==> config.mk <==
export PLATFORM = sky130hd
export DESIGN_NAME = bcd_time_counter
export DESIGN_NICKNAME = d
export VERILOG_FILES = /design/src/rtl/bcd_time_counter.sv
export SDC_FILE = /design/constraint.sdc
export NUM_CORES = 1
export LEC_CHECK = 0
export ABC_AREA = 1
export CAP_MARGIN = 20
export CORE_MARGIN = 2
export CORE_UTILIZATION = 57
export DETAILED_ROUTE_END_ITERATION = 10
export DONT_BUFFER_PORTS = 1
export GPL_ROUTABILITY_DRIVEN = 0
export GPL_TIMING_DRIVEN = 0
export PLACE_DENSITY_LB_ADDON = 0.15
export RECOVER_POWER = 100
export REMOVE_ABC_BUFFERS = 1
export SYNTH_ARGS = -nofsm -noshare
export SYNTH_HDL_FRONTEND = slang
export SYNTH_SLANG_ARGS = --single-unit
==> constraint.sdc <==
create_clock -name clk -period 1.8 [get_ports clk]
set_clock_uncertainty 0.1 [all_clocks]
set_input_delay 0.09 -clock clk [delete_from_list [all_inputs] [get_ports clk]]
set_output_delay 0.09 -clock clk [all_outputs]
set_load 0.03 [all_outputs]
==> src/rtl/bcd_time_counter.sv <==
// BCD hh:mm timekeeper with an internal seconds prescaler and minute/hour set buttons.
// Define TWELVE_HOUR_EN to build the 12-hour (12,01..11) variant with a pm flag.
module bcd_time_counter #(
  parameter int TICK_DIV = 100_000_000
) (
  input  logic       clk,
  input  logic       reset,
  input  logic       run,
  input  logic       inc_min,
  input  logic       inc_hr,
  output logic       sec_tick,
  output logic [3:0] min_ones,
  output logic [3:0] min_tens,
  output logic [3:0] hrs_ones,
  output logic [3:0] hrs_tens,
  output logic       pm
);

  localparam int            PW      = $clog2(TICK_DIV);
  localparam logic [PW-1:0] PRE_MAX = PW'(TICK_DIV - 1);
  localparam logic [5:0]    SEC_MAX = 6'd59;
`ifdef TWELVE_HOUR_EN
  localparam logic [3:0]    HT_RST  = 4'd1;
  localparam logic [3:0]    HO_RST  = 4'd2;
`else
  localparam logic [3:0]    HT_RST  = 4'd0;
  localparam logic [3:0]    HO_RST  = 4'd0;
`endif

  logic [PW-1:0] presc_q, presc_d;
  logic [5:0]    sec_q, sec_d;
  logic          tick_q, tick_d;
  logic [3:0]    mo_q, mo_d, mt_q, mt_d;
  logic [3:0]    ho_q, ho_d, ht_q, ht_d;
  logic [1:0]    min_sync_q, min_sync_d, hr_sync_q, hr_sync_d;
  logic          min_prev_q, min_prev_d, hr_prev_q, hr_prev_d;
`ifdef TWELVE_HOUR_EN
  logic          pm_q, pm_d;
`endif

  logic min_edge, hr_edge, pre_wrap, tick, sec_carry, min_carry, min_step, hr_step;

  // Button synchronizers and previous-sample registers
  always_comb begin
    min_sync_d = {min_sync_q[0], inc_min};
    hr_sync_d  = {hr_sync_q[0], inc_hr};
    min_prev_d = min_sync_q[1];
    hr_prev_d  = hr_sync_q[1];
    min_edge   = min_sync_q[1] & ~min_prev_q;
    hr_edge    = hr_sync_q[1] & ~hr_prev_q;
  end

  // A minute press restarts the second, so it also swallows a coincident tick.
  always_comb begin
    pre_wrap  = run && (presc_q == PRE_MAX);
    tick      = pre_wrap && !min_edge;
    sec_carry = tick && (sec_q == SEC_MAX);
    min_carry = sec_carry && (mt_q == 4'd5) && (mo_q == 4'd9);
    min_step  = min_edge | sec_carry;
    hr_step   = hr_edge | min_carry;
    tick_d    = tick;

    presc_d = presc_q;
    if (min_edge)      presc_d = '0;
    else if (pre_wrap) presc_d = '0;
    else if (run)      presc_d = presc_q + PW'(1);

    sec_d = sec_q;
    if (min_edge)  sec_d = '0;
    else if (tick) sec_d = (sec_q == SEC_MAX) ? 6'd0 : sec_q + 6'd1;
  end

  always_comb begin
    mo_d = mo_q;
    mt_d = mt_q;
    if (min_step) begin
      if (mo_q == 4'd9) begin
        mo_d = 4'd0;
        mt_d = (mt_q == 4'd5) ? 4'd0 : mt_q + 4'd1;
      end else begin
        mo_d = mo_q + 4'd1;
      end
    end
  end

  // A button step and a tick carry landing together still advance the hour only once.
  always_comb begin
    ho_d = ho_q;
    ht_d = ht_q;
`ifdef TWELVE_HOUR_EN
    pm_d = pm_q;
    if (hr_step) begin
      if (ht_q == 4'd1 && ho_q == 4'd2) begin
        ht_d = 4'd0;
        ho_d = 4'd1;
      end else if (ht_q == 4'd1 && ho_q == 4'd1) begin
        ht_d = 4'd1;
        ho_d = 4'd2;
        pm_d = ~pm_q;
      end else if (ho_q == 4'd9) begin
        ht_d = ht_q + 4'd1;
        ho_d = 4'd0;
      end else begin
        ho_d = ho_q + 4'd1;
      end
    end
`else
    if (hr_step) begin
      if (ht_q == 4'd2 && ho_q == 4'd3) begin
        ht_d = 4'd0;
        ho_d = 4'd0;
      end else if (ho_q == 4'd9) begin
        ht_d = ht_q + 4'd1;
        ho_d = 4'd0;
      end else begin
        ho_d = ho_q + 4'd1;
      end
    end
`endif
  end

  // Sync/prev flops preset high: a button already down at reset release must be
  // released and pressed again before it counts.
  always_ff @(posedge clk or posedge reset) begin
    if (reset) begin
      presc_q    <= '0;
      sec_q      <= '0;
      tick_q     <= 1'b0;
      mo_q       <= 4'd0;
      mt_q       <= 4'd0;
      ho_q       <= HO_RST;
      ht_q       <= HT_RST;
      min_sync_q <= 2'b11;
      hr_sync_q  <= 2'b11;
      min_prev_q <= 1'b1;
      hr_prev_q  <= 1'b1;
    end else begin
      presc_q    <= presc_d;
      sec_q      <= sec_d;
      tick_q     <= tick_d;
      mo_q       <= mo_d;
      mt_q       <= mt_d;
      ho_q       <= ho_d;
      ht_q       <= ht_d;
      min_sync_q <= min_sync_d;
      hr_sync_q  <= hr_sync_d;
      min_prev_q <= min_prev_d;
      hr_prev_q  <= hr_prev_d;
    end
  end

`ifdef TWELVE_HOUR_EN
  always_ff @(posedge clk or posedge reset) begin
    if (reset) pm_q <= 1'b0;
    else       pm_q <= pm_d;
  end
  assign pm = pm_q;
`else
  assign pm = 1'b0;
`endif

  assign sec_tick = tick_q;
  assign min_ones = mo_q;
  assign min_tens = mt_q;
  assign hrs_ones = ho_q;
  assign hrs_tens = ht_q;

endmodule
==> results.py, run 1 <==
metrics = {
    "run_status": {
        "status": "finished, violations left",
        "violations": "negative setup slack",
    },
    "worst_setup_path": {
        "cp_max_fo": 4,
        "required_ns": 1.94,
        "cp-end-kind": "flip-flop",
        "cp_slowest_cell": "dfrtp_1",
        "startpoint_type": "flip-flop",
        "crit_arrival_ns": 2.05,
        "crit_top_cell": "nand2_1",
        "critPathBufInv": 2,
        "critical-path-top-delay-family": "simple AND/OR/NAND/NOR gates",
        "crit_path_cell_trace": "nand2_1 > inv_1 > nand2_1 > nor2_4 > nand2_2 > nor2_4 > nand2_2 > o21ai_4 > buf_4 > nand3_1 > nand2_1",
        "crit_type": "flip-flop to flip-flop",
        "max_stage_delay_ns": 0.40,
    },
    "placement": {
        "dpl_cell_area_mm2": 0.00311,
        "dpl.hpwl_mm": 4.25,
        "io_buffers": 0,
        "dpl.cell_count": 453,
    },
    "detailed_routing": {
        "drt_iter0_drc": 162,
        "via_per_inst": 5.30,
        "route.detailed.drc": 0,
        "final_antenna_net_count": 0,
        "wl_per_cell_um": 14.5,
        "drt-pass1-iter-count": 4,
        "vias": 2686,
        "finalWirelength_mm": 7.33,
    },
    "floorplan": {
        "die_area_mm2": 0.00593,
        "die_y_um": 77.0,
        "ios": 23,
        "core_mm2": 0.00514,
        "row_count": 26,
        "die_x_um": 77.0,
        "start_util_pct": 59.1,
    },
    "cts": {
        "cts_sinks": 56,
        "cts.root.buffer_cell": "clkbuf_8",
        "cts_made_buffers": 5,
        "clock_latency_ns": 0.31,
        "clock_tree.htree_level_count": 2,
        "cts.path.max_buffers": 2,
        "path_clk_slew_ns": 0.11,
        "cts_tree": "built",
    },
    "sta": {
        "worst_slew_pin_slew_ns": 0.765,
        "fmax_mhz": 525,
        "rsz0062_at_grt": "true",
        "drv_slew": 0,
        "slew_headroom_pct": 48.9,
        "worst_slack_ns": -0.105,
        "min_period_ns": 1.91,
        "setup_violations": 25,
        "hold_viol_final": 0,
        "fin_crit_sh_pct": 106,
    },
    "global_routing": {
        "antenna_found_initial": 0,
        "grt_pass1_wl_mm": 11.6,
        "grt_use_total_pct": 24.2,
        "grt.overflow.total": 0,
        "gr-usage-met3_pct": 4.94,
        "grt_pass1_vias": 2605,
        "grt-busiest-layer": "met2",
        "grt_max_degree": 39,
        "grtUsageMet2_pct": 40.7,
        "gr-usage-met1_pct": 32.2,
    },
    "layout": {
        "area_growth_pct": 30.1,
        "nets": 447,
        "fin_cells": 507,
        "post-route-cell-area_mm2": 0.00395,
        "drive_gt1_share_pct": 33.2,
        "antenna_cells": 0,
        "fillers": 380,
    },
    "job": {
        "cap_violations": 0,
    },
    "synth": {
        "syn_area_mm2": 0.00304,
        "ys_types": 35,
        "syn_avg_cell_area_um2": 7.85,
        "ys.warnings.count": 0,
        "yosysSeqAreaShare_pct": 46.4,
        "synthCells": 387,
        "yosys_register_bits": 56,
    },
    "pwr": {
        "p_int_mw": 2.06,
        "p_seq_share_pct": 56.0,
        "comb_power_share_pct": 18.4,
        "p_sw_mw": 1.16,
        "cellLeakagePower_nw": 1.74,
        "powerDensity_mw_per_mm2": 814,
        "p_sw_share_pct": 35.9,
        "p_clk_share_pct": 25.6,
        "ir_worst_vdd_mv": 0.931,
    },
    "min_path": {
        "hold_class": "input port to flip-flop",
    },
}
[through the flow]
step	power (mW)	setup TNS (ns)	util [%]	hold slack (ns)	worst slack, ns
5_1_grt	3.40	-4.72	76.9	0.0882	-0.224
2_1_floorplan	2.11	-0.561	-	-0.00552	-0.0831
6_report	3.22	-1.16	76.9	0.0726	-0.105
3_3_place_gp	2.19	-29.24	60.1	-0.00546	-0.416
3_5_place_dp	2.23	-12.58	60.5	-0.104	-0.495
4_1_cts	3.13	-0.267	69.2	0.0447	-0.0630
[logic make-up after synthesis]
family / Yosys count / synth area share (%)
other: 1 / 0.123
adder cells (fa/ha/maj): 6 / 2.47
flip-flops: 56 / 46.4
AND/OR/NAND/NOR: 217 / 32.2
XOR/XNOR: 16 / 4.61
buffers and inverters: 55 / 7.33
AO/OA/AOI/OAI: 36 / 6.88
[final timing paths]
kind,depth (start not counted),slack [ns],endpoint,startpoint
hold / removal,6,0.07,sec_tick,run
hold reg to reg,0,0.26,hr_sync_q[1],hr_sync_q[0]
max in group asynchronous,3,0.62,hr_sync_q[1],reset
min in group asynchronous,2,0.25,presc_q[22],reset
setup reg to reg,11,-0.11,min_tens[1],presc_q[4]
setup / recovery,11,-0.11,min_tens[1],presc_q[4]
[placed cells by master (no fill, tap or decap), drive strengths merged, types with 2 or more instances in the layout]
cell / n
xor2: 14
nor3: 10
clkbuf: 5
dfrtp: 50
clkinvlp: 2
nand3: 33
nor3b: 7
xnor2: 2
inv: 49
nor2: 64
nand4: 7
o21ai: 18
dlygate4sd3: 4
o21bai: 2
dfstp: 6
buf: 42
a21oi: 10
nor4: 3
nand2: 92
a211oi: 2
ha: 6
[cell usage after synthesis]
cell type | n | area [um2]
nor2_4 | 5 | 56.3
nor3b_1 | 7 | 52.6
a21oi_1 | 10 | 50.1
dfrtp_1 | 50 | 1250
nor2_1 | 58 | 218
ha_1 | 6 | 75.1
nand4_2 | 1 | 12.5
nand4_1 | 6 | 37.5
o211ai_1 | 1 | 7.51
buf_1 | 1 | 3.75
nor4_1 | 3 | 18.8
buf_2 | 1 | 5.00
a211oi_1 | 2 | 15.0
nand3_1 | 33 | 165
nand2_2 | 3 | 18.8
dfstp_2 | 6 | 158
or2_2 | 1 | 6.26
xnor2_1 | 2 | 17.5
nor2_2 | 1 | 6.26
buf_6 | 1 | 11.3
o22ai_1 | 1 | 6.26
inv_2 | 1 | 3.75
o31ai_1 | 1 | 7.51
inv_1 | 49 | 184
conb_1 | 1 | 3.75
o21ai_1 | 1 | 5.00
o21ai_0 | 16 | 80.1
o21ai_4 | 1 | 16.3
buf_4 | 2 | 15.0
xor2_1 | 14 | 123
nand2_1 | 88 | 330
o21bai_1 | 2 | 15.0
nor3_1 | 10 | 50.1
and3_1 | 1 | 6.26
a31oi_1 | 1 | 6.26
[power groups by stage]
stage	combinational [mW]	sequential, mW	clock [mW]
after CTS	0.508	1.78	0.841
after global routing	0.673	1.83	0.904
after detailed placement	0.440	1.79	0
after floorplan	0.363	1.74	0
after global placement	0.413	1.78	0
final	0.592	1.80	0.825
[flip-flops by register name, indices dropped and copies added, names as in the netlist]
signal      flops
hr_prev_q       1
hr_sync_q       2
hrs_ones        4
hrs_tens        4
min_ones        4
min_prev_q      1
min_sync_q      2
min_tens        4
presc_q        27
sec_q           6
sec_tick        1
[cell type report]
cell class / instances / area [um2] / share of cell area [%]
Clock buffer: 5 / 68.8 / 1.74
Clock inverter: 3 / 42.5 / 1.08
Tap cell: 70 / 87.6 / 2.22
Timing Repair Buffer: 46 / 407 / 10.3
Inverter: 50 / 191 / 4.84
Sequential cell: 56 / 1430 / 36.1
Multi-Input combinational cell: 277 / 1730 / 43.7
[layer usage]
metal  vias up  part of all wire, %
met5         -                    0
met4         0                  1.6
met3        14                  4.5
met2        65                   51
met1      1273                   43
li1       1334                    -
[worst register-to-register path, stage by stage (launching register included)]
cell     delay (ns)
dfrtp_1        0.40
nand2_1        0.12
inv_1          0.10
nand2_1        0.09
nor2_4         0.14
nand2_2        0.08
nor2_4         0.18
nand2_2        0.10
o21ai_4        0.21
buf_4          0.15
nand3_1        0.08
nand2_1        0.08
[what timing repair did]
item,CTS,global route
gates resized for setup,43,67
endpoints found under the hold margin,54,0
hold buffers,4,0
endpoints found under the setup margin,43,49
setup buffers,17,24
pin swaps,13,21
cloned,2,0
No activity file was read; power rests on OpenSTA's default activity.
==> run 2: changes to the inputs <==
- CORE_MARGIN: 2 -> 5
- CTS_BUF_LIST: default -> sky130_fd_sc_hd__clkbuf_16
==> results.py, run 2 (synthesis gave the netlist of run 1 again) <==
metrics = {
    "run_status": {
        "status": "finished, violations left",
        "violations": "negative setup slack",
    },
    "pwr": {
        "p_int_mw": 2.13,
        "ir_worst_vdd_mv": 0.763,
        "cellLeakagePower_nw": 1.73,
        "p_seq_share_pct": 54.4,
        "powerDensity_mw_per_mm2": 852,
        "comb_power_share_pct": 16.5,
        "p_sw_share_pct": 35.2,
        "p_sw_mw": 1.16,
        "p_clk_share_pct": 29.2,
    },
    "worst_setup_path": {
        "crit_type": "flip-flop to flip-flop",
        "rr_startpoint": "presc_q[11]",
        "r2r_slack_ns": -0.08,
        "crit_path_cell_trace": "nor2_1 > nand2_1 > nor2_1 > nand2_1 > nor2_4 > buf_4 > nand4_4 > nand2_4 > nand2_4 > nand2_1 > nand2_1",
        "cp_slowest_cell": "dfrtp_1",
        "crit_top_cell": "nand2_1",
        "max_stage_delay_ns": 0.45,
        "cp_max_fo": 6,
        "r2r-end": "hrs_tens[0]",
        "cp-end-kind": "flip-flop",
        "startpoint_type": "flip-flop",
        "required_ns": 1.88,
        "r2r.worst_path.cells": 11,
        "crit_arrival_ns": 1.96,
    },
    "sta": {
        "worst_slew_pin_slew_ns": 0.664,
        "min_period_ns": 1.88,
        "rsz0062_at_grt": "true",
        "worst_slack_ns": -0.0785,
        "hold_viol_final": 0,
        "slew_headroom_pct": 55.7,
        "fmax_mhz": 532,
        "fin_tns_setup_ns": -0.910,
        "fin_crit_sh_pct": 104,
        "drv_slew": 0,
        "setup_violations": 21,
    },
    "floorplan": {
        "start_util_pct": 59.1,
        "row_count": 26,
        "die_x_um": 83.0,
        "die_area_mm2": 0.00689,
        "die_y_um": 83.0,
        "ios": 23,
        "core_mm2": 0.00514,
    },
    "global_routing": {
        "grt_max_degree": 40,
        "grtUsageMet2_pct": 34.5,
        "antenna_found_initial": 0,
        "gr-usage-met3_pct": 3.76,
        "grt.overflow.total": 0,
        "grt-busiest-layer": "met2",
        "grt_pass1_vias": 2535,
        "grt_use_total_pct": 19.8,
        "gr-usage-met1_pct": 25.2,
        "grt_pass1_wl_mm": 11.6,
    },
    "layout": {
        "final_cell_mix": "78 x nand2_1, 52 x nor2_1, 46 x dfrtp_1, 44 x inv_1, 30 x buf_4",
        "largest_reg_flops": 27,
        "reg_top3": "presc_q: 27 flops, sec_q: 6 flops",
        "post-route-cell-area_mm2": 0.00386,
        "regMostFlops": "presc_q",
        "drive_gt1_share_pct": 26.6,
        "area_growth_pct": 26.9,
        "final_common_cell": "nand2_1",
        "fin_cells": 502,
        "final_util_pct": 75.0,
        "nets": 442,
        "antenna_cells": 0,
    },
    "cts": {
        "cts.path.max_buffers": 2,
        "cts.root.buffer_cell": "clkbuf_16",
        "clock_tree.htree_level_count": 2,
        "cts_made_buffers": 5,
        "clock_latency_ns": 0.29,
        "path_clk_slew_ns": 0.07,
        "cts_tree": "built",
        "cts_sinks": 56,
    },
    "placement": {
        "dp_slack_ns": -0.494,
        "dpl.hpwl_mm": 4.23,
        "dpl_cell_area_mm2": 0.00311,
        "dpl.cell_count": 453,
        "io_buffers": 0,
    },
    "detailed_routing": {
        "via_per_inst": 5.40,
        "vias": 2711,
        "route.detailed.drc": 0,
        "finalWirelength_mm": 7.15,
        "drt_iter0_drc": 185,
        "final_antenna_net_count": 0,
        "drt-pass1-iter-count": 4,
        "wl_per_cell_um": 14.2,
    },
    "job": {
        "cap_violations": 0,
    },
    "min_path": {
        "hold_class": "input port to flip-flop",
        "min_delay_worst_endpoint": "sec_tick",
        "min_from": "run",
        "hold_depth": 6,
    },
}
run 2: cell count changes in the layout (fill, tap and decap cells not counted), moves of 3 or more:
cell       before  now
o21ai_0         8   12
buf_4          34   30
nand2_2        15   10
dfrtp_2        16    4
nand2_1        74   78
clkbuf_8        5    0
dfrtp_1        34   46
nor2_1         49   52
clkbuf_16       0    5
run 2: through the flow:
| step | total power, mW | hold slack, ns |
|---|---|---|
| after CTS | 3.27 | 0.0644 |
| final | 3.29 | 0.0887 |
| after floorplan | 2.11 | -0.00552 |
| after detailed placement | 2.23 | -0.112 |
| after global routing | 3.47 | 0.139 |
| after global placement | 2.20 | -0.00544 |
run 2: per-layer routing:
metal  vias up  part of all wire (%)
li1       1326                     -
met1      1307                    43
met2        70                    51
met3         8                   5.0
met4         0                   1.0
met5         -                     0
run 2: area by class of cell:
class                      count  area, um2
sequential                    56       1410
inverter                      50        191
multi-input combinational    277       1670
fill                         368       1280
clock buffer                   5        125
clock inverter                 3       17.5
tap                           70       87.6
timing repair buffer          41        349
run 2: how the worst max path moves through the flow:
stage / slack, ns / from / end / depth (start not counted)
2_1_floorplan: -0.08 / hrs_ones[0] / hrs_tens[0] / 8
3_3_place_gp: -0.41 / hrs_ones[0] / hrs_tens[0] / 8
3_5_place_dp: -0.49 / presc_q[0] / presc_q[7] / 8
4_1_cts: -0.05 / min_sync_q[1] / presc_q[19] / 9
5_1_grt: -0.20 / presc_q[11] / hrs_tens[0] / 11
6_report: -0.08 / presc_q[11] / hrs_tens[0] / 11
run 2: power groups by stage:
stage	clock network (mW)	registers, mW	logic [mW]
2_1_floorplan	0	1.74	0.363
3_3_place_gp	0	1.78	0.413
3_5_place_dp	0	1.79	0.440
4_1_cts	0.974	1.78	0.508
5_1_grt	1.02	1.81	0.644
6_report	0.958	1.79	0.542
run 2: timing repair:
item                                    4_1_cts  5_1_grt
endpoints found under the setup margin       42       49
buffers inserted                             20       15
hold endpoints to repair                     54        0
pin swaps                                    13       22
gates cloned                                  2        0
gates resized for setup                      41       43
hold buffers                                  4        0
run 2: critical path: cells and delay by family (launching register included):
kind / cells / cell delay (ns)
flip-flops: 1 / 0.45
buffers and inverters: 1 / 0.13
AND/OR/NAND/NOR: 10 / 1.09
==> run 3: changes to the inputs <==
--- a/config.mk
+++ b/config.mk
@@ -9,5 +9,5 @@
 export CAP_MARGIN = 20
 export CORE_MARGIN = 5
-export CORE_UTILIZATION = 57
+export CORE_UTILIZATION = 30
 export CTS_BUF_LIST = sky130_fd_sc_hd__clkbuf_16
 export DETAILED_ROUTE_END_ITERATION = 10
==> constraint.sdc (replaced) <==
create_clock -name clk -period 1.8 [get_ports clk]
set_clock_uncertainty 0.1 [all_clocks]
set_input_delay 0.09 -clock clk [delete_from_list [all_inputs] [get_ports clk]]
set_output_delay 0.09 -clock clk [all_outputs]
set_load 0.005 [all_outputs]
==> results.py, run 3 (synthesis gave the netlist of run 1 again) <==
metrics = {
    "job": {
        "cap_violations": 0,
    },
    "cts": {
        "cts.path.max_buffers": 2,
        "cts_sinks": 56,
        "cts_made_buffers": 5,
        "clock_tree.htree_level_count": 2,
        "clock_latency_ns": 0.29,
        "cts.root.buffer_cell": "clkbuf_16",
        "path_clk_slew_ns": 0.07,
        "cts_tree": "built",
    },
    "layout": {
        "nets": 447,
        "fin_cells": 570,
        "drive_gt1_share_pct": 30.2,
        "largest_reg_flops": 27,
        "area_growth_pct": 34.2,
        "antenna_cells": 0,
        "regMostFlops": "presc_q",
        "post-route-cell-area_mm2": 0.00408,
        "final_cell_mix": "72 x nand2_1, 49 x nor2_1, 48 x dfrtp_1, 46 x inv_1, 27 x buf_4",
        "reg_top3": "presc_q: 27 flops, sec_q: 6 flops",
        "final_common_cell": "nand2_1",
    },
    "worst_setup_path": {
        "cp_max_fo": 4,
        "cp_slowest_cell": "dfrtp_1",
        "cp-end-kind": "flip-flop",
        "crit_arrival_ns": 1.95,
        "max_stage_delay_ns": 0.37,
        "required_ns": 1.88,
        "crit_path_cell_trace": "ha_2 > nand3_4 > nor2_4 > buf_4 > buf_6 > nand2_2 > nor2_4 > buf_6 > buf_4 > nand2_1 > nor3b_2",
        "crit_type": "flip-flop to flip-flop",
        "startpoint_type": "flip-flop",
    },
    "sta": {
        "slew_headroom_pct": 46.2,
        "fin_crit_sh_pct": 104,
        "hold_viol_final": 1,
        "drv_slew": 0,
        "fmax_mhz": 533,
        "worst_slew_pin_slew_ns": 0.806,
        "rsz0062_at_grt": "true",
        "worst_slack_ns": -0.0744,
        "setup_violations": 16,
        "min_period_ns": 1.87,
        "fin_hold_ws_ns": -0.00392,
        "fin_tns_setup_ns": -0.295,
    },
    "run_status": {
        "violations": "negative hold slack, negative setup slack",
        "status": "finished, violations left",
    },
    "global_routing": {
        "grt_max_degree": 39,
        "grt_pass1_vias": 2481,
        "grt.overflow.total": 0,
        "grt_pass1_wl_mm": 12.2,
        "antenna_found_initial": 0,
        "grt_use_total_pct": 11.9,
    },
    "floorplan": {
        "ios": 23,
        "start_util_pct": 30.9,
        "die_area_mm2": 0.0122,
        "die_y_um": 111,
        "core_mm2": 0.00982,
        "die_x_um": 111,
        "row_count": 36,
    },
    "detailed_routing": {
        "via_per_inst": 4.61,
        "final_antenna_net_count": 0,
        "wl_per_cell_um": 13.3,
        "finalWirelength_mm": 7.56,
        "drt-pass1-iter-count": 4,
        "drt_iter0_drc": 146,
        "route.detailed.drc": 0,
        "vias": 2625,
    },
    "pwr": {
        "ir_worst_vdd_mv": 0.428,
        "cellLeakagePower_nw": 1.81,
        "powerDensity_mw_per_mm2": 763,
        "total_power_mw": 3.11,
    },
    "placement": {
        "dpl.hpwl_mm": 4.63,
        "dpl_cell_area_mm2": 0.00319,
        "dpl.cell_count": 516,
        "io_buffers": 0,
        "dp_slack_ns": -0.533,
    },
    "min_path": {
        "hold_class": "input port to flip-flop",
    },
}
-- run 3: cell count changes in the layout (fill, tap and decap cells not counted), moves of 3 or more --
cell and change:
nand2_1 -6, buf_4 -3, buf_6 +6, o21ai_2 +3
nand3_2 +3, nand2_2 +5, nor2_2 +3, nor2_1 -3
nand3_1 -4
-- run 3: worst paths after layout --
path	endpoint	cells past startpoint	startpoint	slack [ns]
hold reg to reg	hr_sync_q[1]	0	hr_sync_q[0]	0.26
hold / removal	presc_q[1]	4	run	-0.004
max in group asynchronous	min_sync_q[1]	3	reset	0.20
min in group asynchronous	hrs_tens[3]	2	reset	0.29
setup / recovery	presc_q[16]	11	presc_q[0]	-0.07
setup reg to reg	presc_q[16]	11	presc_q[0]	-0.07
-- run 3: stage by stage --
stage | util [%] | hold slack [ns]
floorplan | - | -0.00552
global placement | 32.3 | -0.00540
detailed placement | 32.5 | -0.0749
CTS | 37.5 | -0.169
global route | 41.5 | 0.0217
finish | 41.5 | -0.00392
-- run 3: area by class of cell --
| type | count | area [um2] |
|---|---|---|
| Clock buffer | 5 | 125 |
| Timing Repair Buffer | 47 | 447 |
| Clock inverter | 3 | 15.0 |
| Multi-Input combinational cell | 276 | 1720 |
| Fill cell | 1025 | 5740 |
| Tap cell | 133 | 166 |
| Sequential cell | 56 | 1410 |
| Inverter | 50 | 191 |
-- run 3: power by group --
group          total, mW  leakage [nW]  switching [mW]  internal [mW]
sequential          1.57         0.743           0.182           1.39
combinational      0.578         0.997           0.333          0.245
clock              0.960        0.0687           0.452          0.508
-- run 3: what timing repair did --
action                                  4_1_cts  5_1_grt
pin swaps                                    12       33
hold buffers                                  4        1
gates cloned                                  0        1
endpoints found under the hold margin        22        1
endpoints found under the setup margin       43       49
resized for setup                            29       75
setup buffers                                27       13
-- run 3: routing by layer --
layer / track usage, % / vias to the layer above / part of all wire [%]
li1: - / 1327 / -
met1: 15.5 / 1256 / 45
met2: 20.1 / 35 / 51
met3: 1.97 / 7 / 2.9
met4: 3.69 / 0 / 1.4
met5: 0 / - / 0
-- run 3: critical path: cells and delay by family, from the launching register on --
family                   cells  cell delay, ns
adder cells (fa/ha/maj)      1            0.22
buffers and inverters        4            0.42
AND/OR/NAND/NOR              6            0.67
flip-flops                   1            0.37
